`src/rtl/iota_rc_stream_pkg.sv`:
```
// Shared definitions for the iota-step round-constant stream: lane sizing,
// the round-constant LFSR helpers and the controller state type.
package iota_rc_stream_pkg;

    localparam int LANE_SIZE        = 64;
    localparam int L_SIZE           = 6;
    localparam int ROUND_INDEX_SIZE = 5;

    localparam logic [7:0] RC_LFSR_INIT = 8'h01;

    typedef enum logic [1:0] {
        IDLE  = 2'd0,
        RUN   = 2'd1,
        FLUSH = 2'd2
    } iota_state_e;

    // rc bits for one round (bit j = rc(7*ir + j)) and the LFSR state that follows
    typedef struct packed {
        logic [L_SIZE:0] rc;
        logic [7:0]      next;
    } rc_round_t;

    // One step of x^8+x^6+x^5+x^4+1; bit 0 of the state is the current rc bit.
    function automatic logic [7:0] lfsr_step8(input logic [7:0] s);
        return {s[6:0], 1'b0} ^ (s[7] ? 8'h71 : 8'h00);
    endfunction

    // LFSR state after t steps from the initial value; used to skip ahead to
    // the first round of a reduced-round variant at elaboration time.
    function automatic logic [7:0] rc_seed(input int t);
        logic [7:0] s;
        s = RC_LFSR_INIT;
        for (int i = 0; i < t; i++) begin
            s = lfsr_step8(s);
        end
        return s;
    endfunction

    // Seven unrolled steps: the full set of rc bits for one round.
    function automatic rc_round_t rc_round(input logic [7:0] s);
        rc_round_t  r;
        logic [7:0] cur;
        cur  = s;
        r.rc = '0;
        for (int j = 0; j <= L_SIZE; j++) begin
            r.rc[j] = cur[0];
            cur     = lfsr_step8(cur);
        end
        r.next = cur;
        return r;
    endfunction

    function automatic int lane_log2(input int w);
        return $clog2(w);
    endfunction

    function automatic int full_rounds(input int w);
        return 12 + 2 * $clog2(w);
    endfunction

endpackage

```
`src/rtl/iota_rc_stream_rc_lfsr.sv`:
```
// Round-constant generator: 8-bit LFSR register that yields the rc bits of
// the current round and moves on to the next round when advanced.
module keccak_rc_lfsr
    import iota_rc_stream_pkg::*;
#(
    parameter logic [7:0] SEED = RC_LFSR_INIT
) (
    input  logic              clk,
    input  logic              rst_n,
    input  logic              load_i,
    input  logic              adv_i,
    output logic [L_SIZE:0]   rc_o
);

    logic [7:0] lfsr_q;
    rc_round_t  rnd;

    // Unroll the seven steps of the current round combinationally.
    always_comb begin
        rnd = rc_round(lfsr_q);
    end

    assign rc_o = rnd.rc;

    // Reload to the first-round seed on start, otherwise jump a whole round per accept.
    always_ff @(posedge clk or negedge rst_n) begin
        if (!rst_n) begin
            lfsr_q <= SEED;
        end else if (load_i) begin
            lfsr_q <= SEED;
        end else if (adv_i) begin
            lfsr_q <= rnd.next;
        end
    end

endmodule

```
`src/rtl/iota_rc_stream.sv`:
```
// Iota step for an iterative Keccak-f core: XORs the on-the-fly round
// constant into lane(0,0) once per round behind a registered valid/ready stage.
//
// state | meaning
// IDLE  | waiting for start_i, input blocked
// RUN   | accepting one lane per round
// FLUSH | all rounds accepted, draining the final lane
module iota_rc_stream
    import iota_rc_stream_pkg::*;
#(
    parameter int LANE_W     = LANE_SIZE,
    parameter int NUM_ROUNDS = full_rounds(LANE_W)
) (
    input  logic                        clk,
    input  logic                        rst_n,
    input  logic                        start_i,
    input  logic                        abort_i,
    input  logic                        lane_valid_i,
    output logic                        lane_ready_o,
    input  logic [LANE_W-1:0]           lane00_i,
    output logic                        lane_valid_o,
    input  logic                        lane_ready_i,
    output logic [LANE_W-1:0]           lane00_o,
    output logic [ROUND_INDEX_SIZE-1:0] round_idx_o,
    output logic                        last_o,
    output logic                        busy_o,
    output logic                        done_o
);

    localparam int L           = lane_log2(LANE_W);
    localparam int FIRST_ROUND = full_rounds(LANE_W) - NUM_ROUNDS;
    localparam logic [7:0] SEED = rc_seed(7 * FIRST_ROUND);
    localparam logic [ROUND_INDEX_SIZE-1:0] FIRST_IDX = ROUND_INDEX_SIZE'(FIRST_ROUND);
    localparam logic [ROUND_INDEX_SIZE-1:0] LAST_CNT  = ROUND_INDEX_SIZE'(NUM_ROUNDS - 1);

    iota_state_e                 state_q, state_d;
    logic [ROUND_INDEX_SIZE-1:0] cnt_q;
    logic                        vld_q;
    logic [LANE_W-1:0]           data_q;
    logic [ROUND_INDEX_SIZE-1:0] idx_q;
    logic                        last_q;
    logic                        accept;
    logic                        lfsr_load;
    logic [L_SIZE:0]             rc7;
    logic [LANE_W-1:0]           rc_lane;

    keccak_rc_lfsr #(
        .SEED (SEED)
    ) u_rc_lfsr (
        .clk    (clk),
        .rst_n  (rst_n),
        .load_i (lfsr_load),
        .adv_i  (accept),
        .rc_o   (rc7)
    );

    // Place rc bit j at lane bit 2^j-1; only bits up to L fit the lane.
    always_comb begin
        rc_lane = '0;
        for (int j = 0; j <= L; j++) begin
            rc_lane[(1 << j) - 1] = rc7[j];
        end
    end

    // Next state, input ready and done pulse; abort overrides everything.
    always_comb begin
        state_d      = state_q;
        lane_ready_o = 1'b0;
        done_o       = 1'b0;
        accept       = 1'b0;
        lfsr_load    = 1'b0;
        if (abort_i) begin
            state_d = IDLE;
        end else begin
            case (state_q)
                IDLE: begin
                    if (start_i) begin
                        state_d   = RUN;
                        lfsr_load = 1'b1;
                    end
                end
                RUN: begin
                    lane_ready_o = !vld_q || lane_ready_i;
                    accept       = lane_valid_i && lane_ready_o;
                    if (accept && (cnt_q == LAST_CNT)) begin
                        state_d = FLUSH;
                    end
                end
                FLUSH: begin
                    if (vld_q && lane_ready_i) begin
                        done_o  = 1'b1;
                        state_d = IDLE;
                    end
                end
                default: state_d = IDLE;
            endcase
        end
    end

    // State register.
    always_ff @(posedge clk or negedge rst_n) begin
        if (!rst_n) begin
            state_q <= IDLE;
        end else begin
            state_q <= state_d;
        end
    end

    // Round counter: cleared on start/abort, bumped per accepted lane.
    always_ff @(posedge clk or negedge rst_n) begin
        if (!rst_n) begin
            cnt_q <= '0;
        end else if (abort_i || lfsr_load) begin
            cnt_q <= '0;
        end else if (accept) begin
            cnt_q <= cnt_q + 1'b1;
        end
    end

    // Output stage: load on accept (also replaces a lane leaving the same
    // cycle), drop valid on a plain handshake, hold everything while stalled.
    always_ff @(posedge clk or negedge rst_n) begin
        if (!rst_n) begin
            vld_q  <= 1'b0;
            data_q <= '0;
            idx_q  <= '0;
            last_q <= 1'b0;
        end else if (abort_i) begin
            vld_q  <= 1'b0;
            last_q <= 1'b0;
        end else if (accept) begin
            vld_q  <= 1'b1;
            data_q <= lane00_i ^ rc_lane;
            idx_q  <= FIRST_IDX + cnt_q;
            last_q <= (cnt_q == LAST_CNT);
        end else if (vld_q && lane_ready_i) begin
            vld_q <= 1'b0;
        end
    end

    assign lane_valid_o = vld_q;
    assign lane00_o     = data_q;
    assign round_idx_o  = idx_q;
    assign last_o       = last_q;
    assign busy_o       = (state_q != IDLE);

endmodule

```
`config.mk`:
```
export PLATFORM = sky130hd
export DESIGN_NAME = iota_rc_stream
export DESIGN_NICKNAME = d
export VERILOG_FILES = /design/src/rtl/iota_rc_stream_pkg.sv /design/src/rtl/iota_rc_stream_rc_lfsr.sv /design/src/rtl/iota_rc_stream.sv
export SDC_FILE = /design/constraint.sdc
export NUM_CORES = 1
export LEC_CHECK = 0
export CORE_MARGIN = 3
export CORE_UTILIZATION = 47
export CTS_BUF_LIST = sky130_fd_sc_hd__clkbuf_16
export DETAILED_ROUTE_END_ITERATION = 8
export PLACE_DENSITY = 0.89
export REMOVE_ABC_BUFFERS = 1
export SLEW_MARGIN = 20
export SYNTH_ARGS = -nofsm -noshare
export SYNTH_HDL_FRONTEND = slang
export SYNTH_SLANG_ARGS = --single-unit
```
`constraint.sdc`:
```
create_clock -name clk -period 3.4 [get_ports clk]
set_input_delay 0.34 -clock clk [delete_from_list [all_inputs] [get_ports clk]]
set_output_delay 0.34 -clock clk [all_outputs]
set_load 0.05 [all_outputs]
```
==> impl_metrics.csv <==
group,metric,value,unit
status,outcome,"complete, no violations",
clock_tree,clockBufferDepth,2,
power,ir_drop,0.424,mV
layout,seq_area,2150,sq um
layout,antennaDiodeCount,0,
clock_tree,cts_tree,"yes",
timing,relSlewSlack,49.4,%
yosys,postSynthAreaPerCell,9.26,sq um
grt,grt-ovfl-total,0,
grt,grt_max_degree,87,
timing,finalClockSkew,0.00823,ns
route,wl,8540,um
floorplan,fp.dieW,94.0,um
timing,max_freq,387,MHz
timing,finalWorstSetupSlack,0.817,ns
power,cellPowerDensity,829,nW/um^2
layout,drive_gt1_share,4.50,%
critical_path,timing.rr.end,"u_rc_lfsr.lfsr_q[4]",
layout,multi_input_area,1350,sq um
yosys,synth_area,3640,sq um
placement,dp_hpwl,6130,um
clock_tree,clk_latency,0.32,ns
floorplan,die-area,8840,sq um
critical_path,r2r-start,"state_q[1]",
timing,period_share,76.0,%
clock_tree,cts_sinks,86,
layout,fin_cells,632,
route,wire_per_inst,13.5,um
placement,port_buffers,143,
placement,place_inst,616,
placement,place.gp.congestion,0.803,
timing,rsz0062_at_grt,"false",
route,drc,0,
route,drtPass1Iterations,4,
grt,grt_first_pass_wirelength,13600,um
clock_tree,post_cts_buffers,0,
yosys,synth_cell_types,35,
floorplan,start_util,49.4,%
critical_path,start_kind,"primary input",
yosys,syn_inst,393,
critical_path,r2r_slack,1.38,ns
critical_path,cp-end-kind,"primary output",
clock_tree,path_clk_slew,0.06,ns
power,leakage,2.61,nW
route,first_iter_violations,122,
route,vias,3050,
critical_path,cp_max_fo,7,
timing,period_minus_slack,2.58,ns
clock_tree,cts_buffers,9,
grt,grt_pass1_vias,2976,
layout,fillers,513,
critical_path,path_class,"primary input to primary output",
floorplan,rows,31,
clock_tree,cts_root_buf,"clkbuf_16",
route,vias_per_cell,4.83,
floorplan,die_h,94.0,um
layout,nNetsFinal,599,
yosys,seq_area_frac_synth,59.1,%
yosys,ys_ff_latch,86,
timing,tightestPinTransition,0.760,ns
clock_tree,ctsResizeCount,0,
yosys,yosys_warnings,0,
timing,slew_viol_final,0,
yosys,synth_top_area_share,58.4,%
yosys,yosys.area.top_type,"dfrtp_1",
critical_path,worst_r2r_path_depth,5,
timing,finalHoldViolations,0,
yosys,ys_top_cells_by_area,"dfrtp_1 58%, nand2_1 21%, xnor2_1 3.6%, xor2_1 2.4%, buf_2 1.5%",
critical_path,critPathRequiredTime,3.06,ns
grt,grt_usage,19.5,%
timing,setup_violations,0,
critical_path,worstSetupStartpoint,"abort_i",
min_path,min_path_type,"primary input to async pin",
timing,tns,0,ns
floorplan,core_area,7370,sq um
layout,area_growth,48.7,%
clock_tree,htreeDepth,3,
clock_tree,hold_buffers,0,
job,maxCapViolCount,0,
floorplan,io_pins,144,
critical_path,cp.arrival,2.24,ns
placement,post-place-ws,0.821,ns
route,ant_nets,0,
grt,antenna_found_initial,0,
[metal layers]
metal | up-vias | GRT usage [%] | wire length (um)
met1 | 1424 | 23.6 | 3410
met2 | 112 | 32.7 | 4300
met3 | 16 | 5.85 | 675
met5 | - | 0 | 0
li1 | 1498 | - | -
met4 | 0 | 7.34 | 155
[worst max-delay path: stages]
cell and delay, ns:
clkdlybuf4s50_1 0.55, nor3b_4 0.38, and2_1 0.17, clkdlybuf4s50_1 0.79
[synthesized netlist by cell type]
cell         n
nand3_2      1
and3_1       5
or3_1        2
nand2_1    199
a21oi_1      5
nor3b_1      1
nand3b_1     2
nor3b_4      1
nand2b_1     2
clkbuf_1     4
o21ai_1      7
a211o_1      4
o21ai_0      2
nor2_1       4
dfstp_2      1
ha_1         1
and2_1       1
a22oi_1      1
nand4_1      1
buf_6        2
nand4b_1     1
inv_1        5
and2_4       1
a21o_1       1
buf_2       11
xnor2_1     15
mux2_2       1
nand3_1      3
buf_4        5
nor3_1       4
nor2b_1      1
xor2_1      10
o2bb2ai_1    3
nor4b_1      1
dfrtp_1     85
[sequential cells by signal (all words and copies together), names as in the netlist]
register	flops
last_o	1
lane_valid_o	1
state_q	2
round_idx_o	5
lane00_o	64
cnt_q	5
u_rc_lfsr.lfsr_q	8
[stage by stage]
stage          instance area (sq um)  hold WS, ns  util, %  power (mW)
2_1_floorplan                   3510       0.0444        -        2.79
3_3_place_gp                    5090        0.457     69.1        3.45
5_1_grt                         5410        0.117     73.4        4.71
6_report                        5410       0.0416     73.4        4.49
3_5_place_dp                    5090        0.461     69.1        3.49
4_1_cts                         5410        0.242     73.4        4.53
[power by group]
| group | internal (mW) | switching, mW | leakage (nW) | total [mW] |
|---|---|---|---|---|
| logic | 0.716 | 1.26 | 1.35 | 1.98 |
| registers | 1.29 | 0.197 | 1.10 | 1.49 |
| clock network | 0.639 | 0.378 | 0.155 | 1.02 |
| total | 2.65 | 1.84 | 2.61 | 4.49 |
[worst max-delay path by stage]
| stage | cells past startpoint | slack, ns | to |
|---|---|---|---|
| floorplan | 2 | 0.64 | done_o |
| CTS | 4 | 0.81 | lane_ready_o |
| global route | 4 | 0.77 | lane_ready_o |
| finish | 4 | 0.82 | lane_ready_o |
| global placement | 4 | 0.88 | lane_ready_o |
| detailed placement | 4 | 0.82 | lane_ready_o |
[cell type report]
cell class / instances / share of cell area (%)
flip-flops and latches: 86 / 39.8
repair buffers: 146 / 26.9
multi-input cells: 280 / 24.9
clock buffers: 9 / 4.16
well taps: 99 / 2.29
clock inverters: 7 / 1.64
inverters: 5 / 0.347
[kinds of logic (layout without fill, tap and decap cells)]
logic type | after synthesis | count (layout) | synth area share (%)
flip-flops | 86 | 86 | 59.1
multiplexers | 1 | 1 | 0.309
adder cells (fa/ha/maj) | 1 | 1 | 0.344
XOR/XNOR | 25 | 25 | 6.01
AND/OR/NAND/NOR | 230 | 230 | 26.1
AO/OA/AOI/OAI | 23 | 23 | 4.02
buffers and inverters | 27 | 167 | 4.09
[cell usage in the layout, fill, tap and decap left out, types with 2 or more instances in the layout]
cell type,n
a211o_1,4
a21oi_1,5
and3_1,4
buf_4,3
bufinv_16,2
clkbuf_16,9
clkdlybuf4s50_1,142
dfrtp_1,85
inv_1,6
nand2_1,199
nand2b_1,2
nand3_1,3
nand3b_1,2
nor2_1,4
nor3_1,4
o21ai_0,2
o21ai_1,7
o2bb2ai_1,3
or3_1,2
xnor2_1,15
xor2_1,10
Power figures use the tool's default switching activity.
